==> config.mk <==
export PLATFORM = sky130hd
export DESIGN_NAME = if_byte_fetch
export DESIGN_NICKNAME = d
export VERILOG_FILES = /design/src/rtl/if_byte_fetch.sv
export SDC_FILE = /design/constraint.sdc
export NUM_CORES = 1
export LEC_CHECK = 0
export ABC_AREA = 1
export CORE_ASPECT_RATIO = 0.6
export CORE_MARGIN = 4
export CORE_UTILIZATION = 29
export CTS_CLUSTER_SIZE = 14
export DETAILED_ROUTE_END_ITERATION = 7
export PLACE_DENSITY = 0.58
export REMOVE_ABC_BUFFERS = 1
export SKIP_LAST_GASP = 1
export SLEW_MARGIN = 20
export SYNTH_ARGS = -nofsm -noshare
export SYNTH_HDL_FRONTEND = slang
export SYNTH_SLANG_ARGS = --single-unit
==> constraint.sdc <==
create_clock -name clk -period 2.9 [get_ports clk]
set_input_delay 0.58 -clock clk [delete_from_list [all_inputs] [get_ports clk]]
set_output_delay 0.58 -clock clk [all_outputs]
set_load 0.02 [all_outputs]
==> src/rtl/if_byte_fetch.sv <==
// Instruction fetch unit: walks the PC through a byte-wide memory, issuing
// four single-byte reads per instruction and packing them MSB first into a
// 32-bit word handed to ID over a valid/ready handshake. EX redirects take
// priority over every other event; a redirect that leaves a read in flight
// parks the FSM in DRAIN until that stale byte arrives and is dropped.
module if_byte_fetch #(
  parameter int               WIDTH    = 32,
  parameter logic [WIDTH-1:0] RESET_PC = '0
) (
  input  logic             clk,
  input  logic             rst,
  output logic             mem_req,
  output logic [WIDTH-1:0] mem_addr,
  input  logic             mem_rvalid,
  input  logic [7:0]       mem_rdata,
  output logic             instr_valid,
  input  logic             instr_ready,
  output logic [31:0]      instr,
  output logic [WIDTH-1:0] instr_pc,
  input  logic             redirect_valid,
  input  logic [WIDTH-1:0] redirect_pc
);

  typedef enum logic [2:0] {
    IDLE  = 3'd0,
    REQ   = 3'd1,
    WAIT  = 3'd2,
    OUT   = 3'd3,
    DRAIN = 3'd4
  } state_t;

  state_t           state_q, state_d;
  logic [WIDTH-1:0] pc_q, pc_d;
  logic [1:0]       byte_idx_q, byte_idx_d;
  logic [23:0]      shreg_q, shreg_d;
  logic [31:0]      instr_q, instr_d;
  logic [WIDTH-1:0] instr_pc_q, instr_pc_d;
  logic             instr_valid_q, instr_valid_d;
  logic [WIDTH-1:0] redir_target;

  // Redirect targets are always word aligned.
  assign redir_target = redirect_pc & ~WIDTH'(3);

  // State register.
  always_ff @(posedge clk or posedge rst) begin
    if (rst) begin
      state_q <= IDLE;
    end else begin
      state_q <= state_d;
    end
  end

  // Next-state logic; redirect decisions depend on whether a read is still in flight.
  always_comb begin
    state_d = state_q;
    case (state_q)
      IDLE: state_d = REQ;
      REQ:  state_d = redirect_valid ? DRAIN : WAIT;
      WAIT: begin
        if (redirect_valid) begin
          state_d = mem_rvalid ? REQ : DRAIN;
        end else if (mem_rvalid) begin
          state_d = (byte_idx_q == 2'd3) ? OUT : REQ;
        end
      end
      OUT: begin
        if (redirect_valid || instr_ready) begin
          state_d = REQ;
        end
      end
      DRAIN: begin
        if (mem_rvalid) begin
          state_d = REQ;
        end
      end
      default: state_d = IDLE;
    endcase
  end

  // Output decode: one request pulse per REQ visit, address is pc plus byte offset.
  always_comb begin
    mem_req     = (state_q == REQ);
    mem_addr    = pc_q + WIDTH'(byte_idx_q);
    instr_valid = instr_valid_q;
    instr       = instr_q;
    instr_pc    = instr_pc_q;
  end

  // Datapath next values: byte packing, PC advance and redirect override.
  always_comb begin
    pc_d          = pc_q;
    byte_idx_d    = byte_idx_q;
    shreg_d       = shreg_q;
    instr_d       = instr_q;
    instr_pc_d    = instr_pc_q;
    instr_valid_d = instr_valid_q;
    if (redirect_valid) begin
      pc_d          = redir_target;
      byte_idx_d    = 2'd0;
      shreg_d       = '0;
      instr_valid_d = 1'b0;
    end else begin
      case (state_q)
        WAIT: begin
          if (mem_rvalid) begin
            shreg_d = {shreg_q[15:0], mem_rdata};
            if (byte_idx_q == 2'd3) begin
              instr_d       = {shreg_q, mem_rdata};
              instr_pc_d    = pc_q;
              instr_valid_d = 1'b1;
            end else begin
              byte_idx_d = byte_idx_q + 2'd1;
            end
          end
        end
        OUT: begin
          if (instr_ready) begin
            pc_d          = pc_q + WIDTH'(4);
            byte_idx_d    = 2'd0;
            instr_valid_d = 1'b0;
          end
        end
        default: ;
      endcase
    end
  end

  // Control and handoff registers.
  always_ff @(posedge clk or posedge rst) begin
    if (rst) begin
      pc_q          <= RESET_PC;
      byte_idx_q    <= 2'd0;
      instr_q       <= '0;
      instr_pc_q    <= RESET_PC;
      instr_valid_q <= 1'b0;
    end else begin
      pc_q          <= pc_d;
      byte_idx_q    <= byte_idx_d;
      instr_q       <= instr_d;
      instr_pc_q    <= instr_pc_d;
      instr_valid_q <= instr_valid_d;
    end
  end

  // Byte shift register; every word shifts in four fresh bytes, so no reset is needed.
  always_ff @(posedge clk) begin
    shreg_q <= shreg_d;
  end

endmodule

### Word level (Yosys, flattened, before mapping)

Cells that the tools add are included.

* multiply operators: 0
* $lt $le $gt $ge: 0
* divide/modulo/power cells: 0
* bitwise gates (word level): 1
* muxes and demuxes: 21
* $add $sub $neg: 3
* shifts and indexed selects: 0
* equality and inequality tests: 11
* reduce and logical (&&, ||, !) cells: 11

Operators with widths (count)
* $mux W32: 3
* $add A32 B2 Y32: 1
* $add A32 B3 Y32 const B: 1
* $mux W3: 6
* $pmux W3 S5: 1
* $ne A3 B3 Y1 const B: 4
* $reduce_and A4 Y1: 3
* $mux W2: 5
* $eq A3 B2 Y1 const B: 2
* $mux W1: 4
* $ne A2 B2 Y1 const B: 2
* $pmux W2 S2: 1
* $reduce_and A2 Y1: 2
* $reduce_bool A2 Y1: 2
* $eq A3 B1 Y1 const B: 1
* $eq A3 B3 Y1 const B: 1
* $logic_not A3 Y1: 1
* $reduce_and A3 Y1: 1
* $reduce_bool A3 Y1: 1
* $add A2 B1 Y2 const B: 1
* $eq A2 B2 Y1 const B: 1
* $pmux W1 S2: 1
* $logic_or A1 B1 Y1: 1
* $not A1 Y1: 1

* bits in latches: 0
* output and inout bits: 98
* memory bits (writable): 0
* memories kept: 0
* bits of input ports: 45
* memory bits (read-only): 0
* word-level logic and storage cells: 54
* bits in registers: 126

### Depth between registers and ports, before layout

Gate-level depths: netlist of run 1.

* depth after elaboration: 5
* depth in mapped cells: 11
* mapped depth without buffers: 11

### Least setup slack after synthesis of run 1

No wires, ideal clock.

* path type: input port to flip-flop
* start point: input redirect_valid
* end point: register instr_valid_q, in the netlist instr_valid
* library setup time: 0.121 ns
* data required time: 2.779 ns
* buffers on the path: 3
* stages on the path: 7
* data arrival time: 1.548 ns
* path slack: 1.231 ns
* cells stage by stage: buf_2 -> inv_1 -> buf_2 -> buf_1 -> nand3_1 -> a21oi_1 -> nor2_1

* longest elaborated chain between the ends: 2
* elaborated cells between the ends (all ways): 6
* those cells by class: 3 x eq/ne; 1 x mux; 2 x reduce/logical

RTL lines
* start: declaration: RTL line 20 `input logic redirect_valid,`
* $ne A3 B3 Y1 (no line) or $reduce_bool A3 Y1 (tied branches)
* $reduce_and A4 Y1 (no line)
* end signal: assignment: RTL line 141 `instr_valid_q <= instr_valid_d;`
* end: declaration: RTL line 38 `logic instr_valid_q, instr_valid_d;`

Parallel ways exist; a longest one is shown, timed or not.
A chain may end at the register's enable or synchronous reset.

### Worst setup path after layout of run 1

* start point: register state_q[0]
* end point: output mem_req

* longest elaborated chain between the ends: 1

RTL lines
* start: declaration: RTL line 32 `state_t state_q, state_d;`
* start signal: assignment: RTL line 49 `state_q <= state_d;`
* $eq A3 B1 Y1: RTL line 82 `mem_req = (state_q == REQ);`
* end: declaration: RTL line 12 `output logic mem_req,`

No other way between the ends.

==> results of run 1 <==
[how the worst min path moves through the flow]
stage,to,cells after the start,startpoint,slack (ns)
6_report,instr[30]$_DFFE_PP0P_,2,rst,0.42
5_1_grt,instr[30]$_DFFE_PP0P_,2,rst,0.40
4_1_cts,instr[30]$_DFFE_PP0P_,2,rst,0.40
3_5_place_dp,instr[29]$_DFFE_PP0P_,2,shreg_q[21]$_SDFFE_PP0P_,0.45
3_3_place_gp,instr[29]$_DFFE_PP0P_,2,shreg_q[21]$_SDFFE_PP0P_,0.45
2_1_floorplan,instr[31]$_DFFE_PP0P_,2,shreg_q[23]$_SDFFE_PP0P_,0.44
[cells in the mapped netlist]
| cell type | count |
|---|---|
| dfxtp_1 | 24 |
| nor2_2 | 1 |
| o21ai_0 | 65 |
| a21oi_1 | 48 |
| ha_1 | 2 |
| or2_2 | 1 |
| inv_2 | 2 |
| buf_1 | 4 |
| o211ai_1 | 1 |
| and2_1 | 5 |
| nand3_1 | 47 |
| nand2_1 | 226 |
| nor2_4 | 1 |
| nor3_4 | 1 |
| clkbuf_1 | 49 |
| o221ai_1 | 1 |
| nand2_4 | 1 |
| buf_2 | 11 |
| nand3b_1 | 1 |
| dfrtp_1 | 98 |
| a22oi_1 | 3 |
| conb_1 | 1 |
| a31oi_1 | 1 |
| buf_6 | 1 |
| nand4_1 | 1 |
| buf_4 | 3 |
| nor2_1 | 75 |
| o21ai_1 | 41 |
| nor3_1 | 2 |
| inv_1 | 72 |
[worst max-delay path, stage by stage (launching register included)]
cell	delay, ns
dfrtp_1	0.47
nand3_1	0.15
inv_1	0.10
clkdlybuf4s50_1	0.61
[per-layer routing]
metal / track usage / wire, um / vias up
met5: 0 / 12 / -
met4: 0.0408 / 218 / 2
met3: 0.0557 / 1430 / 16
met2: 0.200 / 6600 / 145
met1: 0.252 / 9350 / 2436
li1: - / - / 2697
[metrics by stage]
step,instance area (sq um),worst slack [ns],util,std cells
after detailed placement,7410,0.602,0.382,1140
after global placement,7410,0.636,0.382,1140
after CTS,8020,0.552,0.414,1172
after global routing,8020,0.468,0.414,1172
final,8020,0.582,0.414,1172
after floorplan,5530,-0.242,-,722
[report_power, final]
group          switching [mW]  total [mW]  internal [mW]
registers               0.327        2.33           2.00
logic                    1.05        1.80          0.755
clock network           0.758        2.22           1.46
total                    2.13        6.35           4.22
[sequential cells by signal (all words and copies together) (netlist names)]
name	cells
instr	32
instr_pc	30
pc_q	30
shreg_q	24
state_q	3
byte_idx_q	2
instr_valid	1
[kinds of logic after synthesis]
kind of cell / share of synthesized area
AOI/OAI and AO/OA: 0.140
adders and majority gates: 0.00430
buffers and inverters: 0.0973
DFF: 0.504
other: 0.000645
and+or+nand+nor: 0.253
[final cells by class]
class	instances	share of cell area
Sequential cell	122	0.366
Multi-Input combinational cell	526	0.290
Timing Repair Buffer	152	0.191
Clock buffer	25	0.0630
Tap cell	266	0.0415
Inverter	74	0.0349
Clock inverter	7	0.0140
==> flow_metrics.tcl, run 1 <==
set metrics [dict create \
    outcome "finished, final reports clean" \
    worst_pin_slew_ns 0.496 \
    drt_iter0_markers 379 \
    insertion_delay_ns 0.41 \
    setup_viol 0 \
    first_pass_iters 5 \
    crit_type "flop to primary output" \
    crit_fanout 6 \
    grt.total_usage 0.159 \
    r2r_slack_ns 0.89 \
    clockBufferDepth 2 \
    holdWs_ns 0.416 \
    yosysUniqueCellTypes 30 \
    setup.worst_path.start_class "flop" \
    coreArea_sq_mm 0.0194 \
    grt_max_degree 60 \
    ys_ff_latch 122 \
    multiInputGateArea_sq_mm 0.00232 \
    pwr_density_cell_mw_per_mm2 792 \
    max-cap-violations 0 \
    boundaryPins 143 \
    synth_cells 789 \
    cts_num_sinks 122 \
    grt_pass1_vias 4985 \
    clkTransAtPathRegs_ns 0.05 \
    slew_violations 0 \
    cp.arrival_ns 1.74 \
    syn_area_sq_mm 0.00581 \
    cts_resized 0 \
    initial_core_util 0.300 \
    port_buffers 138 \
    max_freq_ghz 0.431 \
    rsz0062_at_grt "false" \
    setup_tns_ns 0 \
    reg2regPathDepth 9 \
    num_rows 39 \
    wl_per_cell_um 15.0 \
    drive_gt1_frac 0.0585 \
    fillers 2012 \
    timing.rr.start "pc_q[2]$_DFFE_PP0P_" \
    gp_congestion 0.857 \
    period_needed_ns 2.32 \
    syn_avg_cell_area_sq_um 7.37 \
    die_area_sq_mm 0.0225 \
    r2r_end "pc_q[29]$_DFFE_PP0P_" \
    wirelength_mm 17.6 \
    mostFrequentLayoutCells "nand2_1 (226), clkdlybuf4s50_1 (138), dfrtp_1 (98)" \
    cp.required_ns 2.32 \
    fin_skew_ns 0.00556 \
    final_nets 940 \
    cp-endpoint "mem_req" \
    layout_commonest_cell "nand2_1" \
    cts_made_buffers 17 \
    holdBufCountCts 0 \
    yosys.area.top_type "dfrtp_1" \
    h-tree-depth 4 \
    yosysTopAreaCellShare 0.422 \
    vias_per_cell 4.52 \
    cts_tree "yes" \
    hp-class "input port to asynchronous set/reset pin" \
    finalHoldViolations 0 \
    grt_overflow 0 \
    hpwl_mm 12.6 \
    vias 5296 \
    maxSlewHeadroom 0.668 \
    drtAntennaViolNets 0 \
    antenna_found_initial 1 \
    drc_errors 0 \
    grt_pass1_wl_mm 28.3 \
    crit_start "state_q[0]$_DFFE_PP0P_" \
    root_buffer "clkbuf_16" \
    ir_drop_v 0.000411 \
    post-route-period-util 0.799 \
    leakagePower_nw 3.63 \
    register_area_sq_mm 0.00293 \
    diodes 0 \
    yosys_warnings 0 \
    design_power_total_mw 6.35 \
    area_growth_pct 38.0 \
    die_y_um 118 \
    cts_setup_buffers 0 \
    ys_seq_area_frac 0.504 \
    die_w_um 191 \
    synth.area.top_cells "dfrtp_1 (42%), nand2_1 (15%), dfxtp_1 (8.3%), o21ai_0 (5.6%), nor2_1 (4.8%)" \
    endpoint_kind "primary output" \
]
No activity file was read; power rests on OpenSTA's default activity.
==> run 2: changes to the inputs <==
==> constraint.sdc (replaced) <==
create_clock -name clk -period 2.1 [get_ports clk]
set_input_delay 0.42 -clock clk [delete_from_list [all_inputs] [get_ports clk]]
set_output_delay 0.42 -clock clk [all_outputs]
set_load 0.02 [all_outputs]
==> run 2 against run 1 <==
Effect of this change: sequential power grew 38%; setup slack lost 0.48 ns; die area is the same; worst hold slack lost 0.078 ns; critical path type unchanged; total power grew 37%.
==> flow_metrics.tcl, run 2 (synthesis results as in run 1) <==
set metrics [dict create \
    grt_pass1_vias 5052 \
    grt.total_usage 0.160 \
    area_growth_pct 39.7 \
    cts_made_buffers 17 \
    setup.worst_path.start_class "flop" \
    dp_slack_ns 0.118 \
    finalHoldViolations 0 \
    slowest_stage "clkdlybuf4s50_1" \
    gp_congestion 0.843 \
    num_rows 39 \
    grt_pass1_wl_mm 28.6 \
    vias_per_cell 4.48 \
    setup_tns_ns 0 \
    post-route-period-util 0.952 \
    slew_violations 0 \
    vias 5301 \
    drt_iter0_markers 323 \
    max_freq_ghz 0.500 \
    holdBufCountCts 0 \
    placed_cell_area_sq_mm 0.00752 \
    setup_viol 0 \
    max-cap-violations 0 \
    holdWs_ns 0.337 \
    crit_fanout 7 \
    period_needed_ns 2.00 \
    antenna_found_initial 1 \
    clockBufferDepth 2 \
    placed_cells 1150 \
    crit_type "flop to primary output" \
    stdcell_count 1182 \
    wl_per_cell_um 15.0 \
    final_nets 950 \
    boundaryPins 143 \
    mostFrequentLayoutCells "nand2_1 (226), clkdlybuf4s50_1 (137), dfrtp_1 (97)" \
    clkTransAtPathRegs_ns 0.07 \
    cp.arrival_ns 1.58 \
    design_area_sq_mm 0.00812 \
    die_y_um 118 \
    hpwl_mm 13.1 \
    cts_num_sinks 122 \
    crit_chain "clkdlybuf4s50_1" \
    cp_slowest_stage_delay_ns 0.67 \
    outcome "finished, final reports clean" \
    grt_max_degree 52 \
    drc_errors 0 \
    rsz0062_at_grt "true" \
    drive_gt1_frac 0.0742 \
    leakagePower_nw 3.68 \
    crit_family "buffers and inverters" \
    grt_overflow 0 \
    register_area_sq_mm 0.00293 \
    insertion_delay_ns 0.41 \
    fin_skew_ns 0.0164 \
    diodes 0 \
    die_w_um 191 \
    h-tree-depth 4 \
    cts_setup_buffers 0 \
    cp.required_ns 1.68 \
    largest_reg_flops 32 \
    first_pass_iters 5 \
    wirelength_mm 17.7 \
    design_power_total_mw 8.70 \
    hp-class "input port to asynchronous set/reset pin" \
    cts_tree "yes" \
    die_area_sq_mm 0.0225 \
    fin_util 0.419 \
    drtAntennaViolNets 0 \
    port_buffers 138 \
    pwr_density_cell_mw_per_mm2 1070 \
    endpoint_kind "primary output" \
    fin_ws_ns 0.101 \
    coreArea_sq_mm 0.0194 \
    cp.buffers_inverters 1 \
    root_buffer "clkbuf_16" \
    fillers 1994 \
    ir_drop_v 0.000484 \
    initial_core_util 0.300 \
    r2r_slack_ns 0.19 \
    multiInputGateArea_sq_mm 0.00233 \
    layout_commonest_cell "nand2_1" \
]
run 2: cell types whose count changed in the layout (fill, tap and decap cells not counted), moves of 3 or more:
cell,previous run,this run
inv_6,0,3
buf_12,4,7
buf_4,10,17
clkinv_4,0,4
clkbuf_8,5,2
run 2: final timing paths:
kind,end,cells after the start,start
min in group clk,instr[20]$_DFFE_PP0P_,2,shreg_q[12]$_SDFFE_PP0P_
worst min register to register,instr[20]$_DFFE_PP0P_,2,shreg_q[12]$_SDFFE_PP0P_
worst min-delay path,instr[28]$_DFFE_PP0P_,2,rst
worst max-delay path,mem_addr[26],1,pc_q[26]$_DFFE_PP0P_
worst max register to register,pc_q[29]$_DFFE_PP0P_,10,pc_q[2]$_DFFE_PP0P_
max in group asynchronous,instr_pc[12]$_DFFE_PP0P_,3,rst
run 2: metal layers:
layer / share of wire / track usage
met5: 0.00068 / 0
met4: 0.0024 / 0.0283
met3: 0.070 / 0.0566
met2: 0.39 / 0.212
met1: 0.54 / 0.248
run 2: report_power, final:
part / internal (mW) / switching [mW] / total (mW)
Sequential: 2.77 / 0.441 / 3.21
Combinational: 1.06 / 1.45 / 2.51
Clock: 1.83 / 1.15 / 2.98
Total: 5.66 / 3.04 / 8.70
run 2: repair_timing:
| item | 4_1_cts | 5_1_grt |
|---|---|---|
| setup endpoints to repair | 1 | 4 |
| cloned | 0 | 0 |
| resized for setup | 2 | 2 |
| endpoints found under the hold margin | 0 | 0 |
run 2: cell type report:
class	instances	area share
multi-input combinational	526	0.287
tap	266	0.0410
clock inverter	12	0.0174
clock buffer	20	0.0562
sequential	122	0.361
timing repair buffer	162	0.203
inverter	74	0.0345
==> run 3: changes to the inputs <==
--- a/config.mk
+++ b/config.mk
@@ -7,11 +7,11 @@
 export LEC_CHECK = 0
 export ABC_AREA = 1
 export CORE_ASPECT_RATIO = 0.6
-export CORE_MARGIN = 4
+export CORE_MARGIN = 1
 export CORE_UTILIZATION = 29
 export CTS_CLUSTER_SIZE = 14
 export DETAILED_ROUTE_END_ITERATION = 7
-export PLACE_DENSITY = 0.58
+export PLACE_DENSITY_LB_ADDON = 0.25
 export REMOVE_ABC_BUFFERS = 1
 export SKIP_LAST_GASP = 1
 export SLEW_MARGIN = 20
==> run 3 against run 2 <==
Effect of this change: global-route usage increased by 1.7 points; routed wire length decreased by 2.8%; first-iteration DRC count increased by 20%; utilization about the same; critical path type unchanged; largest cell class unchanged; highest routed layer unchanged.
==> flow_metrics.tcl, run 3 (synthesis results as in run 1) <==
set metrics [dict create \
    outcome "finished, final reports clean" \
    layout_commonest_cell "nand2_1" \
    diodes 0 \
    final_nets 944 \
    die_w_um 185 \
    port_buffers 138 \
    wl_per_cell_um 14.6 \
    fin_skew_ns 0.0150 \
    max_freq_ghz 0.504 \
    grt_pass1_wl_mm 27.9 \
    stdcell_count 1176 \
    pwr_density_cell_mw_per_mm2 1080 \
    mostFrequentLayoutCells "nand2_1 (226), clkdlybuf4s50_1 (137), dfrtp_1 (97)" \
    leakagePower_nw 3.65 \
    finalHoldViolations 0 \
    drive_gt1_frac 0.0670 \
    die_area_sq_mm 0.0206 \
    gp_congestion 0.833 \
    cp.buffers_inverters 1 \
    largest_reg_flops 32 \
    grt.total_usage 0.176 \
    clockBufferDepth 2 \
    slowest_stage "clkdlybuf4s50_1" \
    vias_per_cell 4.44 \
    design_power_total_mw 8.77 \
    die_y_um 112 \
    cp.arrival_ns 1.56 \
    setup_viol 0 \
    drc_errors 0 \
    crit_type "flop to primary output" \
    cts_made_buffers 17 \
    insertion_delay_ns 0.41 \
    first_pass_iters 5 \
    endpoint_kind "primary output" \
    root_buffer "clkbuf_16" \
    initial_core_util 0.301 \
    crit_family "buffers and inverters" \
    wirelength_mm 17.2 \
    rsz0062_at_grt "false" \
    antenna_found_initial 1 \
    grt_pass1_vias 4921 \
    fin_util 0.419 \
    fillers 1991 \
    h-tree-depth 4 \
    area_growth_pct 39.2 \
    grt_max_degree 59 \
    ir_drop_v 0.000588 \
    max-cap-violations 0 \
    placed_cells 1144 \
    vias 5225 \
    drt_iter0_markers 388 \
    clkTransAtPathRegs_ns 0.06 \
    slew_violations 0 \
    drtAntennaViolNets 0 \
    cts_num_sinks 122 \
    cts_tree "yes" \
    hpwl_mm 12.4 \
    cp.required_ns 1.68 \
    period_needed_ns 1.98 \
    crit_fanout 6 \
    hp-class "input port to asynchronous set/reset pin" \
    post-route-period-util 0.944 \
    num_rows 39 \
    cp_slowest_stage_delay_ns 0.67 \
    setup.worst_path.start_class "flop" \
    coreArea_sq_mm 0.0193 \
    grt_overflow 0 \
    boundaryPins 143 \
    crit_chain "clkdlybuf4s50_1" \
]
[run 3: changes by cell type in the layout (fill, tap and decap cells not counted)]
cell	change
nor2_2	-1
inv_6	-1
buf_12	+1
clkinvlp_4	+2
clkinv_4	-1
nor2_1	+1
buf_4	-7
clkinv_2	+1
bufinv_16	+1
clkbuf_8	-2
[run 3: power by group]
part	internal, mW	total (mW)	switching (mW)
Sequential	2.77	3.21	0.447
Clock	1.88	3.04	1.17
Combinational	1.06	2.51	1.45
Total	5.70	8.77	3.07
[run 3: per-layer routing]
metal / track usage / share of wire / up-vias / routed length, um
met5: 0 / 0.00064 / - / 11
met4: 0.0413 / 0.0059 / 2 / 102
met3: 0.0514 / 0.076 / 11 / 1320
li1: - / - / 2700 / -
met1: 0.275 / 0.53 / 2383 / 9210
met2: 0.233 / 0.38 / 129 / 6580
[run 3: metrics by stage]
step	cell area, sq um	hold WS (ns)	setup TNS (ns)	setup WS (ns)
after floorplan	5530	0.440	-107.89	-0.882
after global placement	7490	0.450	0	0.0914
after detailed placement	7490	0.453	0	0.0708
after CTS	8090	0.330	0	0.100
after global routing	8090	0.339	0	0.0203
final	8090	0.333	0	0.118
[run 3: timing repair]
item	CTS	global route
hold buffers	0	0
gates cloned	0	0
endpoints found under the setup margin	1	1
gates resized for setup	2	1
setup buffers	0	0
[run 3: layout make-up]
cell class	count	area [sq um]	area share
clock inverters	14	174	0.0215
repair buffers	156	1620	0.200
well taps	266	333	0.0411
inverters	74	280	0.0346
multi-input cells	526	2330	0.287
flip-flops and latches	122	2930	0.363
clock buffers	18	429	0.0530
[run 3: final timing paths]
path                                           from                      to  slack [ns]  cells past startpoint
setup / recovery               pc_q[19]$_DFFE_PP0P_            mem_addr[19]        0.12                      1
hold / removal                                  rst   instr[24]$_DFFE_PP0P_        0.33                      2
setup reg to reg                pc_q[3]$_DFFE_PP0P_    pc_q[20]$_DFFE_PP0P_        0.21                     11
hold reg to reg            shreg_q[18]$_SDFFE_PP0P_   instr[26]$_DFFE_PP0P_        0.46                      2
max in group asynchronous                       rst  state_q[0]$_DFFE_PP0P_        1.28                      3
min in group clk           shreg_q[18]$_SDFFE_PP0P_   instr[26]$_DFFE_PP0P_        0.46                      2
